<file path="config.mk">
export PLATFORM = sky130hd
export DESIGN_NAME = wb_arbiter
export DESIGN_NICKNAME = d
export VERILOG_FILES = /design/src/rtl/wb_arbiter.sv
export SDC_FILE = /design/constraint.sdc
export NUM_CORES = 1
export LEC_CHECK = 0
export CORE_ASPECT_RATIO = 1.4
export CORE_MARGIN = 2
export CORE_UTILIZATION = 30
export CTS_CLUSTER_DIAMETER = 50
export DETAILED_ROUTE_END_ITERATION = 8
export DONT_BUFFER_PORTS = 1
export SLEW_MARGIN = 20
export SYNTH_ARGS = -nofsm -noshare
export SYNTH_HDL_FRONTEND = slang
export SYNTH_SLANG_ARGS = --single-unit
export TNS_END_PERCENT = 5
</file>
<file path="constraint.sdc">
create_clock -name clk_i -period 3.5 [get_ports clk_i]
set_input_delay 0.7 -clock clk_i [delete_from_list [all_inputs] [get_ports clk_i]]
set_output_delay 0.7 -clock clk_i [all_outputs]
set_load 0.05 [all_outputs]
</file>
<file path="src/rtl/wb_arbiter.sv">
// Two-master Wishbone arbiter with round-robin tie break, no preemption and a
// stalled-strobe timeout that forces an error back to the owning master.
module wb_arbiter #(
  parameter int ADDR_WIDTH     = 24,
  parameter int TIMEOUT_CYCLES = 255
) (
  input  logic                    clk_i,
  input  logic                    rst_ni,
  input  logic [1:0]              m_cyc_i,
  input  logic [1:0]              m_stb_i,
  input  logic [1:0]              m_we_i,
  input  logic [2*ADDR_WIDTH-1:0] m_adr_i,
  input  logic [15:0]             m_dat_i,
  input  logic [5:0]              m_cti_i,
  input  logic [3:0]              m_bte_i,
  output logic [1:0]              m_ack_o,
  output logic [1:0]              m_err_o,
  output logic [1:0]              m_rty_o,
  output logic [7:0]              m_dat_o,
  output logic                    s_cyc_o,
  output logic                    s_stb_o,
  output logic                    s_we_o,
  output logic [ADDR_WIDTH-1:0]   s_adr_o,
  output logic [7:0]              s_dat_o,
  output logic [2:0]              s_cti_o,
  output logic [1:0]              s_bte_o,
  input  logic                    s_ack_i,
  input  logic                    s_err_i,
  input  logic                    s_rty_i,
  input  logic [7:0]              s_dat_i,
  output logic [1:0]              grant_o,
  output logic                    timeout_o
);

  // A zero timeout disables the counter but still needs a legal width.
  localparam int CNT_W = (TIMEOUT_CYCLES > 0) ? $clog2(TIMEOUT_CYCLES + 1) : 1;

  typedef enum logic [1:0] {IDLE, BUSY, TOERR, HOLD} state_e;

  state_e             state_q, state_d;
  logic               owner_q, owner_d;
  logic               last_q, last_d;
  logic [CNT_W-1:0]   cnt_q, cnt_d;
  logic [CNT_W-1:0]   cnt_inc;
  logic               own_cyc, own_stb, other_cyc, s_resp, to_hit;

  assign own_cyc   = m_cyc_i[owner_q];
  assign own_stb   = m_stb_i[owner_q];
  assign other_cyc = m_cyc_i[~owner_q];
  assign s_resp    = s_ack_i | s_err_i | s_rty_i;
  assign cnt_inc   = cnt_q + CNT_W'(1);
  assign to_hit    = (TIMEOUT_CYCLES > 0) && (cnt_inc == CNT_W'(TIMEOUT_CYCLES));

  always_comb begin
    state_d = state_q;
    owner_d = owner_q;
    last_d  = last_q;
    cnt_d   = '0;
    case (state_q)
      IDLE: begin
        if (m_cyc_i == 2'b11) begin
          owner_d = ~last_q;
          state_d = BUSY;
        end else if (m_cyc_i[0]) begin
          owner_d = 1'b0;
          state_d = BUSY;
        end else if (m_cyc_i[1]) begin
          owner_d = 1'b1;
          state_d = BUSY;
        end
      end
      BUSY: begin
        if (!own_cyc) begin
          // Release hands straight over to a waiting master without an idle cycle.
          last_d = owner_q;
          if (other_cyc) begin
            owner_d = ~owner_q;
            state_d = BUSY;
          end else begin
            state_d = IDLE;
          end
        end else if (own_stb && !s_resp) begin
          if (to_hit) state_d = TOERR;
          else        cnt_d   = cnt_inc;
        end
      end
      TOERR: state_d = HOLD;
      HOLD: begin
        if (!own_cyc) begin
          last_d  = owner_q;
          state_d = IDLE;
        end
      end
      default: state_d = IDLE;
    endcase
  end

  always_ff @(posedge clk_i) begin
    if (!rst_ni) begin
      state_q <= IDLE;
      owner_q <= 1'b0;
      last_q  <= 1'b1;
      cnt_q   <= '0;
    end else begin
      state_q <= state_d;
      owner_q <= owner_d;
      last_q  <= last_d;
      cnt_q   <= cnt_d;
    end
  end

  always_comb begin
    s_cyc_o   = 1'b0;
    s_stb_o   = 1'b0;
    s_we_o    = 1'b0;
    s_adr_o   = '0;
    s_dat_o   = '0;
    s_cti_o   = '0;
    s_bte_o   = '0;
    m_ack_o   = 2'b00;
    m_err_o   = 2'b00;
    m_rty_o   = 2'b00;
    m_dat_o   = s_dat_i;
    grant_o   = 2'b00;
    timeout_o = 1'b0;
    if (state_q != IDLE) grant_o = owner_q ? 2'b10 : 2'b01;
    case (state_q)
      BUSY: begin
        s_cyc_o = own_cyc;
        s_stb_o = own_stb;
        s_we_o  = m_we_i[owner_q];
        s_adr_o = owner_q ? m_adr_i[2*ADDR_WIDTH-1:ADDR_WIDTH] : m_adr_i[ADDR_WIDTH-1:0];
        s_dat_o = owner_q ? m_dat_i[15:8] : m_dat_i[7:0];
        s_cti_o = owner_q ? m_cti_i[5:3]  : m_cti_i[2:0];
        s_bte_o = owner_q ? m_bte_i[3:2]  : m_bte_i[1:0];
        m_ack_o[owner_q] = s_ack_i;
        m_err_o[owner_q] = s_err_i;
        m_rty_o[owner_q] = s_rty_i;
      end
      TOERR: begin
        m_err_o[owner_q] = 1'b1;
        timeout_o        = 1'b1;
      end
      default: ;
    endcase
  end

endmodule

</file>
== Word level (Yosys, flattened, before mapping) ==
Index checks and enable logic that the tools add are counted.

* Muxes and demuxes: 42
* Reductions and logical operators: 11
* Order comparisons: 3
* Add/subtract/negate cells: 1
* Bitwise gates (word level): 11
* Equal/unequal tests: 11

{| class="wikitable"
|+ Operator list
! operator !! count
|-
| 24-bit two-way mux || 2
|-
| 2-bit two-way mux || 13
|-
| 1-bit two-way mux || 19
|-
| 8-bit two-way mux || 2
|-
| 8-bit by 1-bit adder with 8-bit output (second input constant) || 1
|-
| 8-bit == test (second input constant) || 1
|-
| 2-bit case mux with 4 select lines || 1
|-
| 4-bit AND reduction || 2
|-
| 2-bit AND || 3
|-
| 2-bit == test (second input constant) || 3
|-
| 3-bit two-way mux || 2
|-
| 2-bit != test (second input constant) || 3
|-
| 3-bit != test (second input constant) || 2
|-
| 1-bit inverter || 6
|-
| 5-bit OR reduction || 1
|-
| 1-bit by 2-bit < comparator with 1-bit output (second input constant) || 2
|-
| 4-bit != test (second input constant) || 1
|-
| 2-bit case mux with 2 select lines || 1
|-
| 2-bit nonzero test || 2
|-
| 2-bit by 1-bit == test with 1-bit output (second input constant) || 1
|-
| 1-bit logical AND || 2
|-
| 2-bit zero test || 1
|-
| 1-bit OR || 2
|-
| 1-bit case mux with 2 select lines || 1
|-
| 5 further kinds || 5
|}

* Bits of input ports: 93
* Logic and storage cells: 83
* Output and inout port bits: 57
* Register bits: 12

== Longest topological paths before layout ==
Gate-level depths: netlist of run 1.

* Word-level depth: 7
* Gate-level depth with buffers: 8
* Gate-level depth less buffers: 8

== Least setup slack after synthesis of run 1 ==
Ideal clock, no wire load.

* Path kind: flip-flop to output port
* From: register state_q[0]
* To: output m_err_o[0]
* Arrival time: 2.166 ns
* Slack: 0.634 ns
* Cell stages (with the launch flop): 5
* Path buffers: 0
* Cell sequence: dfxtp_1 inv_1 ha_1 a21oi_1 nor3b_1

* Longest elaborated chain between the ends: 2

{| class="wikitable"
|+ Ends and longest elaborated chain
! what !! line !! text
|-
| start, declared || 40 || <nowiki>state_e state_q, state_d;</nowiki>
|-
| start signal, assigned || 105 || <nowiki>state_q <= state_d;</nowiki>
|-
| 2-bit == test or 2-bit by 1-bit == test with 1-bit output (tied branches) || 127 || <nowiki>case (state_q)</nowiki>
|-
| 2-bit case mux with 2 select lines * || 127 ||
|-
| end, declared || 17 || <nowiki>output logic [1:0] m_err_o,</nowiki>
|}

Mark *: on every way between the ends. The rest lies on a longest branch, timed or not.

== Worst setup path in the final report of run 1 ==
* From: register state_q[0]
* To: output m_err_o[1]

Same word-level chain as after synthesis.

==> results of run 1 <==
## metrics by stage
stage	cells	area [µm²]	power, mW	hold WS, ps	worst slack, ps
finish	293	1979	1.792	507.1	934.6
global route	293	1979	1.899	521.4	789.9
CTS	293	1979	1.811	510.6	911.4
detailed placement	290	1938	1.683	497.0	1175
global placement	290	1938	1.668	479.2	1199
floorplan	199	1627	1.380	463.1	633.6
## logic make-up (layout without fill, tap and decap cells)
group | count (synthesis) | in the layout | share of synthesized area
and+or+nand+nor | 87 | 87 | 0.3292
muxes | 41 | 41 | 0.2585
AOI/OAI and AO/OA | 25 | 25 | 0.1192
buffers and inverters | 24 | 52 | 0.07769
DFF | 12 | 12 | 0.1477
adders and majority gates | 6 | 6 | 0.04615
xor gates and xnor gates | 4 | 4 | 0.02154
## worst register-to-register path, delay by kind of cell, from the launching register on
kind | cells | cell delay, ps
flip-flops | 1 | 600
AND/OR/NAND/NOR | 2 | 410
AO/OA/AOI/OAI | 3 | 360
buffers and inverters | 1 | 350
multiplexers | 1 | 340
## sequential cells by signal, summed over array words and instances (netlist names), named ones only
name,flops
state_q,1
owner_q,1
last_q,1
cnt_q,8
## synth_stat cells, drive strengths merged, types with 3 or more instances
cell type / instances / area share
nor2b: 44 / 0.17
mux2i: 39 / 0.24
buf: 13 / 0.052
dfxtp: 12 / 0.15
nor2: 11 / 0.025
nand2: 9 / 0.021
a21oi: 7 / 0.022
clkbuf: 6 / 0.014
ha: 6 / 0.046
inv: 5 / 0.012
nand3: 5 / 0.023
o21ai: 5 / 0.020
and3b: 4 / 0.022
nand2b: 3 / 0.012
o22ai: 3 / 0.012
xor2: 3 / 0.016
## layout make-up
class	count	area share
Tap cell	66	0.04172
Sequential cell	12	0.1220
Clock buffer	3	0.02086
Multi-Input combinational cell	163	0.6391
Timing Repair Buffer	44	0.1669
Inverter	5	0.009482
## worst paths after layout
check	cells past startpoint	to	from	slack, ps
worst max register to register	7	register	owner_q	1320
worst min-delay path	2	last_q	last_q	510
worst min register to register	2	last_q	last_q	510
worst max-delay path	4	m_err_o[1]	state_q[0]	930
## power by group
part	internal, mW	switching [mW]	leakage [nW]
combinational	0.491	0.979	0.685
clock	0.0755	0.0472	0.0216
sequential	0.156	0.0429	0.0977
total	0.722	1.07	0.804
## layer usage
| metal | GRT usage | routed length [µm] | up-vias |
|---|---|---|---|
| met5 | 0 | 0 | - |
| met4 | 0.02721 | 29 | 0 |
| li1 | - | - | 740 |
| met2 | 0.2383 | 2146 | 83 |
| met1 | 0.1484 | 1578 | 646 |
| met3 | 0.05081 | 553 | 4 |
==> flow_summary.toml, run 1 <==
[final_layout]
seq_area_um2 = 241.5
final_cell_mix = "nor2b_1, buf_4, mux2i_1"
syn2layout_area_growth_pct = 21.69
utilization = 0.3808
antenna_cells = 0
multi_input_area_um2 = 1265
final_nets = 328
fillers = 552
drive_gt1_frac = 0.2643

[detailed_routing]
drtPass1Iterations = 4
routedWlPerCell_um = 14.70
wirelength_mm = 4.307
route.detailed.drc = 0
num_vias = 1473
viasPerCell = 5.027
drtIter0Drc = 64
ant_nets = 0

[sta]
worst_slew_pin_slew_ps = 875.6
max_freq_mhz = 389.8
slew_headroom = 0.4141
hold_viol = 0
fin_setup_tns_ps = 0
setup_viol_count_final = 0
grt_setup_unrepaired = "false"
finalMaxSlewViolations = 0
layout_worst_path_cycle_share = 0.7330
finClkSkew_ps = 3.447
min_period_ps = 2565

[clocking]
post_cts_resized = 0
clock-root-buffer = "clkbuf_8"
cts_buffers = 3
worstSkewPairLatency_ps = 240
hold_buffers = 0
cts.sinks = 12
cts_max_path_buffers = 2
h-tree-depth = 1
postCtsSetupBuffers = 0
clk_pin_slew_worst_paths_ps = 50
cts_tree = "done"

[floorplanning]
die_h_um = 91.13
ioPinCount = 150
dieArea_um2 = 6035
fp-row-count = 31
initial_utilization = 0.3130
die_w_um = 66.23
core_um2 = 5197

[critical_path]
crit_family = "simple AND/OR/NAND/NOR gates"
critical_path_buf_inv_count = 1
crit_path_top_delay_cell = "and3b_1"
cp_cell_sequence = "inv_1 -> ha_1 -> a21oi_1 -> and3b_1"
critPathArrivalTime_ps = 1870
start_kind = "register"
endpoint_kind = "primary output"
critPathMaxFanout = 5
worstPathRequired_ps = 2800
critical_path_class = "reg -> out"
max_stage_delay_ps = 560

[grt]
grt_overflow_total = 0
grt_first_pass_wirelength_mm = 6.451
grt_pass1_vias = 1418
grt_start_max_net_pins = 43
track_usage = 0.1341
antenna_found_initial = 0

[yosys]
syn_inst = 199
synth_area_per_cell_um2 = 8.174
syn_area_um2 = 1627
yosysSeqAreaShare = 0.1477
synth_fp_nets = 298
synth-edff-count = 0
ys_ff_latch = 12
synth-main-ff-cell = "dfxtp_1"
synthArstFlopShare = 0
yosys_warnings = 0
synth.distinct_cells = 40

[pwr]
p_leak_nw = 0.8039
power_per_cell_area_nw_per_um2 = 905.1
ir_drop_mv = 0.2463

[run]
max_cap_viol_count = 0

[place]
hpwl_mm = 3.626
numPortBuffers = 0
place.gp.congestion = 0.7797

[outcome]
outcome = "completed"

[min_path]
hp-class = "reg -> reg"
(Power assumes the default switching activity.)
==> run 2: changes to the inputs <==
==> constraint.sdc (replaced) <==
create_clock -name clk_i -period 2.4 [get_ports clk_i]
set_input_delay 0.48 -clock clk_i [delete_from_list [all_inputs] [get_ports clk_i]]
set_output_delay 0.48 -clock clk_i [all_outputs]
set_load 0.05 [all_outputs]
==> run 2 against run 1 <==
  * Hold slack worse by 210 ps
  * Final cell count is 3.1% higher
  * Non-clock buffer count is 8 higher
  * Final area is 7.5% higher
  * Clock skew is 2.0 ps higher
  * Critical path depth is 2 higher
  * Clock-buffer cell count is 1 higher
  * Sequential power is 47% higher
==> flow_summary.toml, run 2 (synthesis gave the netlist of run 1 again) <==
[outcome]
outcome = "completed"

[pwr]
finalPower_mw = 2.763
p_leak_nw = 0.8716
power_per_cell_area_nw_per_um2 = 1298
ir_drop_mv = 0.3515

[sta]
finalMaxSlewViolations = 0
fin_setup_tns_ps = 0
holdWs_ps = 299.5
slew_headroom = 0.6944
layout_worst_path_cycle_share = 0.8973
hold_viol = 0
grt_setup_unrepaired = "false"
setup_viol_count_final = 0
max_freq_mhz = 464.3
finClkSkew_ps = 5.410
min_period_ps = 2154
worst_slew_pin_slew_ps = 458.4

[critical_path]
critical_path_class = "reg -> out"
crit_family = "buffers and inverters"
start_kind = "register"
worstPathRequired_ps = 1920
crit_path_top_delay_cell = "dfxtp_1"
critPathMaxFanout = 15
endpoint_kind = "primary output"
max_stage_delay_ps = 390
cp_cell_sequence = "inv_1 -> ha_1 -> buf_4 -> a21oi_1 -> and3b_1 -> buf_12"
critPathArrivalTime_ps = 1670
critical_path_buf_inv_count = 3

[detailed_routing]
routedWlPerCell_um = 14.33
ant_nets = 0
num_vias = 1502
drtIter0Drc = 29
drtPass1Iterations = 4
route.detailed.drc = 0
viasPerCell = 4.974
wirelength_mm = 4.329

[final_layout]
largest_reg_flops = 8
antenna_cells = 0
final_cell_mix = "buf_4, nor2b_1, mux2i_1"
drive_gt1_frac = 0.2924
utilization = 0.4095
top_register = "cnt_q"
seq_area_um2 = 241.5
final_nets = 336
fillers = 543
syn2layout_area_growth_pct = 30.85
final_common_cell = "buf_4"
multi_input_area_um2 = 1265

[grt]
track_usage = 0.1339
grt_start_max_net_pins = 36
grt_pass1_vias = 1461
grt_first_pass_wirelength_mm = 6.465
grt_overflow_total = 0
antenna_found_initial = 0

[floorplanning]
fp-row-count = 31
ioPinCount = 150
core_um2 = 5197
dieArea_um2 = 6035
initial_utilization = 0.3130
die_w_um = 66.23
die_h_um = 91.13

[clocking]
cts_tree = "done"
clk_pin_slew_worst_paths_ps = 60
post_cts_resized = 0
worstSkewPairLatency_ps = 250
h-tree-depth = 1
cts_max_path_buffers = 2
clock-root-buffer = "clkbuf_8"
cts.sinks = 12
hold_buffers = 0
cts_buffers = 3
postCtsSetupBuffers = 0

[place]
place.gp.congestion = 0.7287
numPortBuffers = 0
hpwl_mm = 3.629

[run]
max_cap_viol_count = 0

[min_path]
hp-class = "in -> reg"
## run 2: routing by layer
metal  wire length, µm  up-vias  track usage
li1                  -      755            -
met3               523        6      0.04213
met4                47        0      0.05102
met2              2313       83       0.2458
met1              1444      658       0.1358
met5                 0        -            0
## run 2: area by class of cell
class                   instances  share of cell area
multi-input cells             163              0.5944
repair buffers                 52              0.2187
flip-flops and latches         12              0.1135
well taps                      66             0.03880
clock buffers                   4             0.02587
inverters                       5            0.008818
## run 2: worst reg2reg max path, cell delays in order, from the launching register on
cell	delay, ps
dfxtp_1	400
ha_1	190
buf_4	270
and2_4	350
o311ai_4	160
o21ai_2	110
nand3_4	130
o21ba_1	240
## run 2: per-stage QoR
stage | setup WS [ps] | cells | cell area (µm²)
floorplan | 114.4 | 199 | 1632
global placement | 542.8 | 298 | 2073
detailed placement | 496.9 | 298 | 2073
CTS | 223.4 | 302 | 2128
global route | 115.4 | 302 | 2128
finish | 246.4 | 302 | 2128
## run 2: path summary, 6_finish.rpt
path                   start  slack (ps)         end  cells after the start
hold / removal        rst_ni         300      last_q                      1
setup / recovery    register         250  m_err_o[1]                      6
hold reg to reg       last_q         500      last_q                      2
setup reg to reg  state_q[0]         490    cnt_q[2]                      7
## run 2: power breakdown
part	switching [mW]	total [mW]	internal, mW
logic	1.44	2.24	0.803
clock network	0.0809	0.226	0.145
registers	0.0653	0.292	0.227
==> run 3: changes to the inputs <==
--- a/config.mk
+++ b/config.mk
@@ -7,10 +7,11 @@
 export LEC_CHECK = 0
 export CORE_ASPECT_RATIO = 1.4
 export CORE_MARGIN = 2
-export CORE_UTILIZATION = 30
+export CORE_UTILIZATION = 53
 export CTS_CLUSTER_DIAMETER = 50
 export DETAILED_ROUTE_END_ITERATION = 8
 export DONT_BUFFER_PORTS = 1
+export PLACE_DENSITY = 0.68
 export SLEW_MARGIN = 20
 export SYNTH_ARGS = -nofsm -noshare
 export SYNTH_HDL_FRONTEND = slang
==> run 3 against run 2 <==
  * Clock skew fell by 4.4 ps
  * First-iteration DRC count shrank 6.9%
  * Maximum frequency decreased by 2.2%
  * Final area decreased by 1.5%
  * Total power up 1.1%
  * Die area down 41%
  * Flip-flop and latch count unchanged
  * Register-to-register slack got worse by 120 ps
  * Highest routed layer unchanged
  * Via count increased by 0.93%
==> flow_summary.toml, run 3 (synthesis gave the netlist of run 1 again) <==
[final_layout]
utilization = 0.7215
fillers = 232
antenna_cells = 0
final_cell_mix = "nor2b_1, buf_4, mux2i_1"
drive_gt1_frac = 0.2894
syn2layout_area_growth_pct = 28.92
largest_reg_flops = 8
top_register = "cnt_q"
final_nets = 335

[grt]
track_usage = 0.2395
grt_first_pass_wirelength_mm = 6.610
antenna_found_initial = 0
grt_pass1_vias = 1454
grt_start_max_net_pins = 39
grt_overflow_total = 0

[sta]
min_period_ps = 2201
layout_worst_path_cycle_share = 0.9171
worst_slew_pin_slew_ps = 393.6
finClkSkew_ps = 1.010
max_freq_mhz = 454.3
finalMaxSlewViolations = 0
hold_viol = 0
slew_headroom = 0.7376
setup_viol_count_final = 0
grt_setup_unrepaired = "false"
fin_setup_tns_ps = 0
fin_ws_ps = 199.0

[pwr]
switching_share = 0.5739
seq_power_share = 0.101
comb_power_share = 0.819
p_leak_nw = 0.8702
power_per_cell_area_nw_per_um2 = 1332
power_switching_mw = 1.603
power.internal_mw = 1.190
ir_drop_mv = 0.9444
power_frac_clock = 0.080
finalPower_mw = 2.793

[critical_path]
crit_path_top_delay_cell = "dfxtp_1"
max_stage_delay_ps = 390
critical_path_class = "reg -> out"
worstPathRequired_ps = 1920
start_kind = "register"
critPathMaxFanout = 13
reg2reg_slack_ps = 370
timing.rr.start = "state_q[0]"
endpoint_kind = "primary output"
cp_cell_sequence = "inv_1 -> ha_1 -> a21oi_1 -> and3b_1 -> buf_12"
r2r_cells = 7
r2r-end = "cnt_q[2]"
critPathArrivalTime_ps = 1720

[detailed_routing]
routedWlPerCell_um = 16.87
top_layer_used = "met4"
route.met3.wl_um = 478
drtIter0Drc = 27
route.detailed.drc = 0
met1_length_mm = 1.593
viasPerCell = 5.574
drtPass1Iterations = 4
wl_met2_mm = 2.477
wirelength_mm = 4.588
ant_nets = 0
num_vias = 1516

[clocking]
cts_buffers = 3
worstSkewPairLatency_ps = 250
hold_buffers = 0
cts_max_path_buffers = 2
cts.sinks = 12
post_cts_resized = 0
h-tree-depth = 1
postCtsSetupBuffers = 0
clock-root-buffer = "clkbuf_8"
clk_pin_slew_worst_paths_ps = 50
cts_tree = "done"

[floorplanning]
die_h_um = 69.55
dieArea_um2 = 3535
die_w_um = 50.82
initial_utilization = 0.5596
core_um2 = 2907
ioPinCount = 150
fp-row-count = 23

[min_path]
hold_path_end = "last_q"
hp-class = "in -> reg"
min_from = "rst_ni"
holdPathStages = 1

[run]
max_cap_viol_count = 0

[place]
hpwl_mm = 3.888
place_ws_ps = 391.2
numPortBuffers = 0
place.gp.congestion = 0.8981

[outcome]
outcome = "completed"
-- run 3: how the worst max path moves through the flow --
stage,to,cells after the start
finish,m_err_o[1],5
global route,s_adr_o[14],5
CTS,m_err_o[1],5
detailed placement,cnt_q[2],7
global placement,cnt_q[2],8
floorplan,s_adr_o[23],5
-- run 3: area by class of cell --
cell class,instances,area [µm²],area share
multi-input cells,163,1265,0.6032
repair buffers,51,470.5,0.2243
flip-flops and latches,12,241.5,0.1152
clock buffers,4,55.05,0.02625
well taps,37,46.29,0.02208
inverters,5,18.77,0.008950
-- run 3: per-stage QoR --
stage	instance area [µm²]	hold WS (ps)	std cells
floorplan	1632	463.1	199
global placement	2042	486.8	268
detailed placement	2042	481.4	268
CTS	2097	293.4	272
global route	2097	302.4	272
finish	2097	294.4	272
-- run 3: routing by layer --
layer / GRT usage / up-vias
li1: - / 755
met1: 0.2225 / 689
met4: 0.06006 / 0
met2: 0.4591 / 68
met3: 0.1034 / 4
met5: 0 / -
-- run 3: worst max-delay path, delay by kind of cell (launching register included) --
kind | cells | cell delay [ps]
buffers and inverters | 2 | 230
DFF | 1 | 390
AOI/OAI and AO/OA | 1 | 270
and+or+nand+nor | 1 | 250
adders and majority gates | 1 | 320
-- run 3: power by group through the flow --
stage / combinational, mW / sequential (mW) / clock, mW
floorplan: 1.77 / 0.245 / 0
global placement: 2.25 / 0.283 / 0
detailed placement: 2.29 / 0.288 / 0
CTS: 2.29 / 0.283 / 0.227
global route: 2.40 / 0.293 / 0.232
finish: 2.29 / 0.283 / 0.222
